`config.mk`:
```
export PLATFORM = sky130hd
export DESIGN_NAME = fetch_unit_flat
export DESIGN_NICKNAME = d
export VERILOG_FILES = /design/src/rtl/fetch_pkg.sv /design/src/rtl/fetch_unit_if.sv /design/src/rtl/branch_lut.sv /design/src/rtl/fetch_unit.sv /design/src/flat_wrapper.sv
export SDC_FILE = /design/constraint.sdc
export NUM_CORES = 1
export LEC_CHECK = 0
export ABC_AREA = 1
export ABC_CLOCK_PERIOD_IN_PS = 5600
export CORE_MARGIN = 4
export CORE_UTILIZATION = 64
export DETAILED_ROUTE_END_ITERATION = 10
export HOLD_SLACK_MARGIN = 0.02
export PLACE_DENSITY = 0.82
export RECOVER_POWER = 50
export SLEW_MARGIN = 10
export SYNTH_ARGS = -nofsm -noshare
export SYNTH_HDL_FRONTEND = slang
export SYNTH_SLANG_ARGS = --single-unit
```
`constraint.sdc`:
```
create_clock -name Clk -period 5.6 [get_ports Clk]
set_clock_uncertainty 0.1 [all_clocks]
set_input_delay 0.84 -clock Clk [delete_from_list [all_inputs] [get_ports Clk]]
set_output_delay 0.84 -clock Clk [all_outputs]
set_load 0.02 [all_outputs]
```
`src/rtl/fetch_pkg.sv`:
```
// fetch_pkg: shared definitions for the fetch sequencer.
//   - FSM state encodings (legacy constants) and the state enum built on them
//   - default widths for PC, branch-target table and cycle counter
//   - power-on contents of the 16-entry branch-target table
package fetch_pkg;

    localparam int unsigned FETCH_PC_W  = 10;
    localparam int unsigned FETCH_LUT_N = 16;
    localparam int unsigned FETCH_CNT_W = 16;

    localparam logic [1:0] ST_IDLE = 2'd0;
    localparam logic [1:0] ST_RUN  = 2'd1;
    localparam logic [1:0] ST_DONE = 2'd2;

    typedef enum logic [1:0] {
        IDLE = ST_IDLE,
        RUN  = ST_RUN,
        DONE = ST_DONE
    } fetch_state_e;

    // Default branch targets: entry i points at address i*32.
    localparam logic [9:0] FETCH_LUT_DEFAULT [16] = '{
        10'h000, 10'h020, 10'h040, 10'h060,
        10'h080, 10'h0A0, 10'h0C0, 10'h0E0,
        10'h100, 10'h120, 10'h140, 10'h160,
        10'h180, 10'h1A0, 10'h1C0, 10'h1E0
    };

endpackage

```
`src/rtl/fetch_unit_if.sv`:
```
// fetch_unit_if: handshake, decode and table-write signals between the
// testbench/decoder side (master) and the fetch sequencer (slave).
//   master drives: Start, StartAddr, BranchEn, CondFlag, LutIdx, Halt, Stall,
//                  LutWe, LutWaddr, LutWdata
//   slave drives:  ProgCtr, Fetch, Done, CycleCount
interface fetch_unit_if #(
    parameter int unsigned PC_W  = 10,
    parameter int unsigned IDX_W = 4,
    parameter int unsigned CNT_W = 16
);
    logic             Start;
    logic [PC_W-1:0]  StartAddr;
    logic             BranchEn;
    logic             CondFlag;
    logic [IDX_W-1:0] LutIdx;
    logic             Halt;
    logic             Stall;
    logic             LutWe;
    logic [IDX_W-1:0] LutWaddr;
    logic [PC_W-1:0]  LutWdata;
    logic [PC_W-1:0]  ProgCtr;
    logic             Fetch;
    logic             Done;
    logic [CNT_W-1:0] CycleCount;

    modport master (
        output Start, StartAddr, BranchEn, CondFlag, LutIdx, Halt, Stall,
               LutWe, LutWaddr, LutWdata,
        input  ProgCtr, Fetch, Done, CycleCount
    );

    modport slave (
        input  Start, StartAddr, BranchEn, CondFlag, LutIdx, Halt, Stall,
               LutWe, LutWaddr, LutWdata,
        output ProgCtr, Fetch, Done, CycleCount
    );
endinterface

```
`src/rtl/branch_lut.sv`:
```
// branch_lut: LUT_N x PC_W branch-target register file.
//   clk    - clock, rising edge
//   reset  - synchronous, active-low; reloads package default targets
//   we     - write enable (gated by the caller)
//   waddr  - write index
//   wdata  - write data
//   raddr  - read index (asynchronous read)
//   rdata  - target at raddr
module branch_lut
    import fetch_pkg::*;
#(
    parameter int unsigned PC_W  = FETCH_PC_W,
    parameter int unsigned LUT_N = FETCH_LUT_N,
    parameter int unsigned IDX_W = $clog2(LUT_N)
) (
    input  logic             clk,
    input  logic             reset,
    input  logic             we,
    input  logic [IDX_W-1:0] waddr,
    input  logic [PC_W-1:0]  wdata,
    input  logic [IDX_W-1:0] raddr,
    output logic [PC_W-1:0]  rdata
);

    logic [PC_W-1:0] mem [LUT_N];

    always_ff @(posedge clk) begin
        if (!reset) begin
            // Default table has 16 entries; larger tables repeat it.
            for (int unsigned i = 0; i < LUT_N; i++) begin
                mem[i] <= PC_W'(FETCH_LUT_DEFAULT[i % FETCH_LUT_N]);
            end
        end else if (we) begin
            mem[waddr] <= wdata;
        end
    end

    assign rdata = mem[raddr];

endmodule

```
`src/rtl/fetch_unit.sv`:
```
// fetch_unit: program counter and fetch sequencer.
//   Clk    - clock, all state updates on rising edge
//   Reset  - synchronous, active-low
//   bus    - fetch_unit_if slave: start/done handshake, branch/halt/stall
//            decode inputs, branch-table write port, ProgCtr/Fetch/Done/
//            CycleCount outputs
// IDLE -> RUN on Start (PC <= StartAddr, count cleared); RUN -> DONE on Halt;
// DONE -> IDLE once Start is released. Outputs are decoded from registers only.
module fetch_unit
    import fetch_pkg::*;
#(
    parameter int unsigned PC_W  = FETCH_PC_W,
    parameter int unsigned LUT_N = FETCH_LUT_N,
    parameter int unsigned CNT_W = FETCH_CNT_W
) (
    input  logic Clk,
    input  logic Reset,
    fetch_unit_if.slave bus
);

    localparam int unsigned IDX_W = $clog2(LUT_N);

    fetch_state_e     state;
    logic [PC_W-1:0]  pc;
    logic [CNT_W-1:0] cnt;
    logic [PC_W-1:0]  lut_target;
    logic             lut_we;
    logic             taken;

    // Table is only writable while idle.
    assign lut_we = (state == IDLE) && bus.LutWe;
    assign taken  = bus.BranchEn && bus.CondFlag;

    branch_lut #(
        .PC_W  (PC_W),
        .LUT_N (LUT_N),
        .IDX_W (IDX_W)
    ) u_lut (
        .clk   (Clk),
        .reset (Reset),
        .we    (lut_we),
        .waddr (bus.LutWaddr),
        .wdata (bus.LutWdata),
        .raddr (bus.LutIdx),
        .rdata (lut_target)
    );

    always_ff @(posedge Clk) begin
        if (!Reset) begin
            state <= IDLE;
            pc    <= '0;
            cnt   <= '0;
        end else begin
            unique case (state)
                IDLE: begin
                    if (bus.Start) begin
                        state <= RUN;
                        pc    <= bus.StartAddr;
                        cnt   <= '0;
                    end
                end
                RUN: begin
                    // Stall overrides everything: PC and count frozen.
                    if (!bus.Stall) begin
                        if (cnt != '1) begin
                            cnt <= cnt + 1'b1;
                        end
                        if (bus.Halt) begin
                            state <= DONE;
                        end else if (taken) begin
                            pc <= lut_target;
                        end else begin
                            pc <= pc + 1'b1;
                        end
                    end
                end
                DONE: begin
                    if (!bus.Start) begin
                        state <= IDLE;
                    end
                end
                default: state <= IDLE;
            endcase
        end
    end

    assign bus.ProgCtr    = pc;
    assign bus.CycleCount = cnt;
    assign bus.Fetch      = (state == RUN);
    assign bus.Done       = (state == DONE);

endmodule

```
`src/flat_wrapper.sv`:
```
// flat-port wrapper written by rule: the top's interface ports become plain ports
module fetch_unit_flat import fetch_pkg::*;
#(
    parameter int unsigned PC_W  = FETCH_PC_W,
    parameter int unsigned LUT_N = FETCH_LUT_N,
    parameter int unsigned CNT_W = FETCH_CNT_W
)
  (Clk, Reset, bus_Start, bus_StartAddr, bus_BranchEn, bus_CondFlag, bus_LutIdx, bus_Halt, bus_Stall, bus_LutWe, bus_LutWaddr, bus_LutWdata, bus_ProgCtr, bus_Fetch, bus_Done, bus_CycleCount);
  fetch_unit_if #(.PC_W(PC_W), .CNT_W(CNT_W)) bus_i ();
  input  logic Clk;
  input  logic Reset;
  input wire logic [$bits(bus_i.Start)-1:0] bus_Start;
  input wire logic [$bits(bus_i.StartAddr)-1:0] bus_StartAddr;
  input wire logic [$bits(bus_i.BranchEn)-1:0] bus_BranchEn;
  input wire logic [$bits(bus_i.CondFlag)-1:0] bus_CondFlag;
  input wire logic [$bits(bus_i.LutIdx)-1:0] bus_LutIdx;
  input wire logic [$bits(bus_i.Halt)-1:0] bus_Halt;
  input wire logic [$bits(bus_i.Stall)-1:0] bus_Stall;
  input wire logic [$bits(bus_i.LutWe)-1:0] bus_LutWe;
  input wire logic [$bits(bus_i.LutWaddr)-1:0] bus_LutWaddr;
  input wire logic [$bits(bus_i.LutWdata)-1:0] bus_LutWdata;
  output wire logic [$bits(bus_i.ProgCtr)-1:0] bus_ProgCtr;
  output wire logic [$bits(bus_i.Fetch)-1:0] bus_Fetch;
  output wire logic [$bits(bus_i.Done)-1:0] bus_Done;
  output wire logic [$bits(bus_i.CycleCount)-1:0] bus_CycleCount;
  assign bus_i.Start = bus_Start;
  assign bus_i.StartAddr = bus_StartAddr;
  assign bus_i.BranchEn = bus_BranchEn;
  assign bus_i.CondFlag = bus_CondFlag;
  assign bus_i.LutIdx = bus_LutIdx;
  assign bus_i.Halt = bus_Halt;
  assign bus_i.Stall = bus_Stall;
  assign bus_i.LutWe = bus_LutWe;
  assign bus_i.LutWaddr = bus_LutWaddr;
  assign bus_i.LutWdata = bus_LutWdata;
  assign bus_ProgCtr = bus_i.ProgCtr;
  assign bus_Fetch = bus_i.Fetch;
  assign bus_Done = bus_i.Done;
  assign bus_CycleCount = bus_i.CycleCount;
  fetch_unit #(.PC_W(PC_W), .LUT_N(LUT_N), .CNT_W(CNT_W)) u_core (.Clk(Clk), .Reset(Reset), .bus(bus_i));
endmodule
```
==> summary.txt <==
Status
  – Status: complete, no violations

Yosys
  – Syn. warnings: 0
  – Adder-cell share of the synthesized area: 0.275%
  – Post-synthesis compound-gate area fraction: 8.40%
  – Synth Flop Type: edfxtp_1
  – Post-synthesis xor/xnor area fraction: 0.769%
  – Mux share of post-synthesis cell area: 0%
  – Top cell type's share of synthesized area: 52.7%
  – Synthesized area: 9110 um2
  – Largest family of logic cells by synthesized area: simple AND/OR/NAND/NOR gates
  – Synth Register Bits: 188
  – Syn_area_per_cell: 8.76 um2
  – Most numerous cell in the Yosys netlist: nor2_1
  – Ys async rst share: 0%
  – Area leader, netlist: edfxtp_1
  – Synth Area in Simple Gates: 25.1%
  – Seq/Total Area, Yosys: 58.9%
  – Syn nets: 1078
  – Top cells by count, synth: nor2_1 (278), nand2_1 (194), edfxtp_1 (160)
  – Synth cell types: 37
  – Number of flops mapped to enable cells by yosys: 160
  – Synth area leaders: edfxtp_1 (53%), nor2_1 (11%), nand2_1 (8.0%)
  – Syn Inst Count: 1040

GRT
  – Met2 Usage GRT: 45.9%
  – Most Crowded Layer GR: met2
  – GR Util met1: 39.7%
  – Grt total ovfl: 0
  – Largest net degree at the start of global routing: 93
  – Initial antenna violation count: 0
  – First-pass GRT wire length: 36.2 mm
  – Vias in the first global route: 6868
  – GRT Resource Usage Total: 29.1%
  – Global routing usage on met3: 6.77%

Clock tree
  – Post-CTS setup repair buffer count: 0
  – Root buffer cell: clkbuf_16
  – Clock-pin slew on the worst setup and hold paths: 0.06 ns
  – Clock sinks: 188
  – Num CTS Buffers: 17
  – CTS H-tree lvls: 4
  – Worst skew pair latency: 0.43 ns
  – Post-CTS Resized: 0
  – CTS tree: built
  – # hold bufs at CTS: 0
  – Longest Clk Path Bufs: 2

STA
  – Fin crit period: 4.07 ns
  – Worst slew pin tran: 1.37 ns
  – Final Cycle Share: 72.6%
  – Slew Viols, Final: 0
  – FMAX: 0.246 GHz
  – Worst Slack Setup Final: 1.53 ns
  – Final setup violating endpoints: 0
  – Relative slew slack: 8.68%
  – RSZ-0062 raised after global routing: no
  – Setup TNS: 0 ns
  – Hold Fails Final Rpt: 0

Die
  – Ports: 64
  – Core area: 13900 um2
  – Cell row count: 43
  – Initial core utilization: 65.4%
  – Die width: 127 um
  – Die area: 16200 um2
  – Chip Height: 127 um

Placed design
  – IO buf count: 63
  – Worst slack, placed: 2.04 ns
  – Gpl congestion: 1.00
  – Detail Placement HPWL: 15.2 mm

Final layout
  – Share of layout cells above drive strength 1: 4.69%
  – Nets: 1113
  – Reg area: 5370 um2
  – Fillers: 1021
  – Multi-input combinational cell area: 3140 um2
  – Area grow syn2layout: 13.1%
  – Antenna Cells: 0

Route
  – Total Wirelength: 23.1 mm
  – Vias post-DR: 7432
  – WL/cell: 18.2 um
  – TritonRoute pass-1 iters: 6
  – Via-to-Cell Ratio: 5.86
  – # DRC: 0
  – Iteration-0 DRC Markers: 1036
  – Antenna-violating nets left: 0

Power and ir drop
  – Worst VDD drop: 0.000206 V
  – Psw: 0.758 mW
  – Logic pwr share: 10.3%
  – Net Sw Frac: 24.4%
  – Pleak: 4.05 nW
  – P_int: 2.35 mW
  – Seq pwr share: 51.0%
  – PwrDens: 302 nW/um2
  – Clock group share of total power: 38.7%

Worst setup path
  – Beginning of the worst register-to-register path: u_core.state[1]
  – CP arrival: 4.04 ns
  – Worst setup EP type: register
  – Critical Path Fanout Max: 25
  – Worst EP required: 5.57 ns
  – Critical setup path kind: input pin to register
  – Worst setup SP type: input pin
  – Start point of the critical path: Reset

Worst hold path
  – HP Class: register to register
  – Min-delay src: u_core.bus.ProgCtr[9]

Run
  – Max Cap Viol: 0
[cells by family (layout without fill, tap and decap cells)]
family                     Yosys count  after routing
adders and majority gates            2              2
AOI/OAI and AO/OA                  133            133
xor gates and xnor gates             8              8
buffers and inverters              144            192
DFF                                188            188
and+or+nand+nor                    565            565
[per-stage QoR]
stage | cells | cell area (um2) | util, % | total power, mW | hold slack [ns]
after global placement | 1236 | 9740 | 69.9 | 1.93 | 0.397
after global routing | 1268 | 10300 | 74.0 | 3.21 | 0.440
after CTS | 1268 | 10300 | 74.1 | 3.11 | 0.410
final | 1268 | 10300 | 74.0 | 3.11 | 0.406
after floorplan | 1040 | 9110 | - | 1.82 | 0.414
after detailed placement | 1236 | 9740 | 69.9 | 1.93 | 0.402
[worst max-delay path, stage by stage]
cell           delay, ns
dlygate4sd3_1       0.53
clkbuf_1            1.00
nand3_1             0.30
inv_1               0.19
nand3_1             0.16
nor2_1              0.21
clkinv_1            0.32
nand2_1             0.48
[power groups by stage]
stage / clock network, mW / registers (mW) / logic (mW)
3_5_place_dp: 0 / 1.62 / 0.317
3_3_place_gp: 0 / 1.62 / 0.317
4_1_cts: 1.21 / 1.59 / 0.320
5_1_grt: 1.27 / 1.59 / 0.348
6_report: 1.21 / 1.59 / 0.320
2_1_floorplan: 0 / 1.62 / 0.195
[layout by cell type, fill, tap and decap left out, types with 3 or more instances in the layout]
master	n
nor2_1	278
nand2_1	194
edfxtp_1	160
inv_1	80
o21ai_0	70
nand3_1	67
clkdlybuf4s50_1	33
a21oi_1	28
dlygate4sd3_1	28
dfxtp_1	28
o211ai_1	24
clkbuf_16	17
nor3_1	11
clkinv_1	11
xor2_1	8
inv_2	4
nand2_2	4
nand4_1	4
o31ai_1	3
clkbuf_1	3
clkinv_2	3
bufinv_16	3
buf_4	3
[registers in the layout, indices dropped and copies added, names as in the netlist]
| name | cells |
|---|---|
| u_core.u_lut.mem | 160 |
| u_core.state | 2 |
| u_core.bus.ProgCtr | 10 |
| u_core.bus.CycleCount | 16 |
[path summary, 6_finish.rpt]
kind / end / slack (ns) / depth (start not counted)
setup / recovery: u_core.u_lut.mem[4][9] / 1.53 / 8
hold / removal: u_core.bus.ProgCtr[9] / 0.41 / 2
hold reg to reg: u_core.bus.ProgCtr[9] / 0.41 / 2
setup reg to reg: u_core.u_lut.mem[4][9] / 3.01 / 7
[metal layers]
metal / wire, um / vias up / part of all wire [%]
met5: 0 / - / 0
met4: 807 / 0 / 3.5
met3: 2490 / 61 / 11
met2: 10800 / 478 / 47
met1: 9020 / 3398 / 39
li1: - / 3495 / -
[area by class of cell]
class	instances	area share, %
Multi-Input combinational cell	708	30.4
Sequential cell	188	52.0
Inverter	93	3.43
Tap cell	180	2.18
Clock inverter	13	1.44
Clock buffer	19	4.20
Timing Repair Buffer	67	6.28
Power figures use the tool's default switching activity.
==> RTL edit 1, RTL diff (config.mk and constraints unchanged) <==
The package constant `FETCH_CNT_W` goes from 16 to 32.
--- a/src/rtl/fetch_pkg.sv
+++ b/src/rtl/fetch_pkg.sv
@@ -7,5 +7,5 @@
     localparam int unsigned FETCH_PC_W  = 10;
     localparam int unsigned FETCH_LUT_N = 16;
-    localparam int unsigned FETCH_CNT_W = 16;
+    localparam int unsigned FETCH_CNT_W = 32;
 
     localparam logic [1:0] ST_IDLE = 2'd0;
Ports: changed (resized bus_CycleCount); port bits go from 64 to 80. No check against the original RTL was run, so the function may have changed too.
==> RTL edit 1 against the original RTL <==
  * The flow now finishes with violations (max-capacitance violations, max-slew violations)
  * Combinational power is 9.4% higher
  * Wire length is 27% higher
  * Total power is 10% higher
  * Sequential cell count is 16 higher
  * Register-to-register slack worse by 0.14 ns
  * Cell area is 16% higher
  * Sequential power is 8% higher
  * Worst setup slack worse by 0.38 ns
  * Synthesized area is 15% higher
  * Critical endpoint is now u_core.u_lut.mem[10][2]
==> RTL edit 1: results <==
set metrics [dict create \
    status "finished, violations left" \
    violations "max-capacitance violations, max-slew violations" \
    wl_met1_mm 10.8 \
    internal_power_mw 2.56 \
    max_cap_viol_count 2 \
    synth.distinct_cells 36 \
    worstMarginPinSlew_ns 1.86 \
    placedCellCount 1538 \
    ys_seq_area_share_pct 54.1 \
    maxSlewViolCount 59 \
    clkLatencyLatePin_ns 0.52 \
    hpwl_mm 19.4 \
    synth_cells 1295 \
    wl_met3_mm 3.68 \
    grtUsageTotal_pct 31.7 \
    routabilityCongestion 0.906 \
    ys_top_cells_by_count "nor2_1 (324), nand2_1 (291), edfxtp_1 (160), inv_1 (117), nand3_1 (102)" \
    dr_wl_met2_mm 13.7 \
    comb_power_mw 0.350 \
    nets 1384 \
    htree_levels 1 \
    worst_ep_arrival_time_ns 4.48 \
    hold_start "u_core.bus.ProgCtr[8]" \
    synth_area_leaders "edfxtp_1 (46%), nor2_1 (12%), nand2_1 (10%)" \
    pwr-share-clk_pct 39.9 \
    vias 9238 \
    grt_pass1_vias 8514 \
    wl_per_cell_um 18.6 \
    dr.pass1.iters 8 \
    grt_max_degree 84 \
    numCtsBuffers 22 \
]
RTL edit 1: cell types whose count changed after synthesis, moves of 16 or more:
| cell | change |
|---|---|
| dfxtp_1 | +16 |
| a21oi_2 | +16 |
| nor2_1 | +46 |
| inv_1 | +40 |
| nand3_1 | +35 |
| nand2_1 | +97 |
RTL edit 1: area by class of cell:
cell class                      instances  area, sq um
Timing Repair Buffer                   84          816
Clock inverter                         10         77.6
Multi-Input combinational cell        905         4040
Inverter                              129          484
Fill cell                            1248         4040
Clock buffer                           30          591
Tap cell                              216          270
Sequential cell                       204         5690
RTL edit 1: metal layers:
layer / up-vias / track usage [%]
li1: 4274 / -
met1: 4211 / 42.6
met2: 640 / 51.1
met3: 113 / 6.81
met4: 0 / 11.4
met5: - / 0
RTL edit 1: critical path, stage by stage:
cell           delay, ns
dlygate4sd3_1       0.52
clkbuf_1            1.14
nand3_1             0.49
inv_1               0.25
nand3_1             0.20
nor2_1              0.27
clkinv_1            0.32
nand2_1             0.45
RTL edit 1: cell families (layout without fill, tap and decap cells):
group                    count (synthesis)  after routing  share of synthesized area [%]
flip-flops                             204            204                           54.1
AO/OA/AOI/OAI                          126            126                           7.11
buffers and inverters                  186            253                           7.30
adder cells (fa/ha/maj)                  2              2                          0.238
XOR/XNOR                                22             22                           1.83
AND/OR/NAND/NOR                        755            755                           29.4
RTL edit 1: worst min path at each step:
stage | end | cells after the start | slack, ns
after global placement | u_core.bus.ProgCtr[9] | 2 | 0.39
after CTS | u_core.bus.ProgCtr[8] | 2 | 0.42
final | u_core.bus.ProgCtr[8] | 2 | 0.42
after global routing | u_core.bus.ProgCtr[8] | 2 | 0.45
after detailed placement | u_core.bus.ProgCtr[8] | 2 | 0.41
after floorplan | u_core.state[0] | 1 | 0.46
==> RTL edit 2, RTL diff (config.mk and constraints unchanged) <==
Without the edit above. Make the reset (`Reset` and `reset`) asynchronous in 2 clocked blocks.
--- a/src/rtl/branch_lut.sv
+++ b/src/rtl/branch_lut.sv
@@ -25,5 +25,5 @@
     logic [PC_W-1:0] mem [LUT_N];
 
-    always_ff @(posedge clk) begin
+    always_ff @(posedge clk or negedge reset) begin
         if (!reset) begin
             // Default table has 16 entries; larger tables repeat it.
--- a/src/rtl/fetch_unit.sv
+++ b/src/rtl/fetch_unit.sv
@@ -46,5 +46,5 @@
     );
 
-    always_ff @(posedge Clk) begin
+    always_ff @(posedge Clk or negedge Reset) begin
         if (!Reset) begin
             state <= IDLE;
Check against the original RTL: differs if Reset is asserted again (counterexample within 4 cycles, from zero or initial values and one cycle with Reset low); with Reset held inactive, the same outputs for 4 cycles.
==> RTL edit 2 against the original RTL <==
  * The run now ends with max-capacitance violations, max-slew violations left
  * Cell area rose by 2.7%
  * Worst setup slack lost 0.14 ns
  * Wire length up 8.9%
  * Sequential share of layout area decreased by 7.2 points
  * Sequential cell count unchanged
  * Maximum frequency is 3.4% lower
  * Global-route usage is 2.2 points higher
  * Largest cell class unchanged
  * Synthesized area rose by 3.8%
Power is not compared: it rests on default switching activity, and its combinational part moved more than twofold at a synthesized area within 25%.
==> RTL edit 2: results <==
set metrics [dict create \
    maxSlewViolCount 27 \
    synth-compound-area-share_pct 10.5 \
    use_met1_pct 42.6 \
    max_cap_viol_count 1 \
    synth-xor-area-share_pct 0.741 \
    grt_max_degree 189 \
    drive_above_1_share_pct 6.19 \
    totalWireLength_mm 25.1 \
    violations "max-capacitance violations, max-slew violations" \
    core_sq_mm 0.0145 \
    globalRouteMet2Util_pct 48.6 \
    vias 8599 \
    layout.nonclk_buf_share_pct 6.28 \
    seq_share_pct 44.8 \
    relSlewSlack_pct -22.8 \
    first_iter_violations 1037 \
    multi_input_cells 934 \
    ys_top_cells_by_count "nand2_1 (520), o21ai_0 (182), dfrtp_1 (156), nand3_1 (116), inv_1 (79)" \
    clock_area_share_pct 5.41 \
    status "finished, violations left" \
    grtUsageTotal_pct 31.3 \
    multi_input_area_share_pct 38.3 \
    synth.distinct_cells 31 \
    pre_cts_ws_ns 2.14 \
    ys_seq_area_share_pct 50.2 \
    clockBufferCount 23 \
    grt_pass1_wl_mm 40.8 \
    synth_cells 1288 \
    grt_pass1_vias 7950 \
    synth_adder_area_share_pct 0.265 \
]
## RTL edit 2: path summary, 6_finish.rpt
| path | from | to | depth (start not counted) | slack (ns) |
|---|---|---|---|---|
| worst max-delay path | u_core.state[0] | u_core.bus.ProgCtr[0] | 7 | 1.39 |
| worst min-delay path | u_core.u_lut.mem[59] | u_core.u_lut.mem[59] | 2 | 0.38 |
| worst max register to register | u_core.state[0] | u_core.bus.ProgCtr[0] | 7 | 1.39 |
| worst min register to register | u_core.u_lut.mem[59] | u_core.u_lut.mem[59] | 2 | 0.38 |
| max in group asynchronous | Reset | u_core.u_lut.mem[35] | 2 | 4.05 |
| min in group asynchronous | Reset | u_core.u_lut.mem[152] | 2 | 0.48 |
## RTL edit 2: worst max-delay path, stage by stage (launching register included)
cell and delay (ns):
dfrtp_1 0.38, inv_2 0.04, nor2_1 1.34, inv_2 0.50, o21ai_0 0.60, nand2_1 0.59
a21oi_1 0.39, a21boi_0 0.14
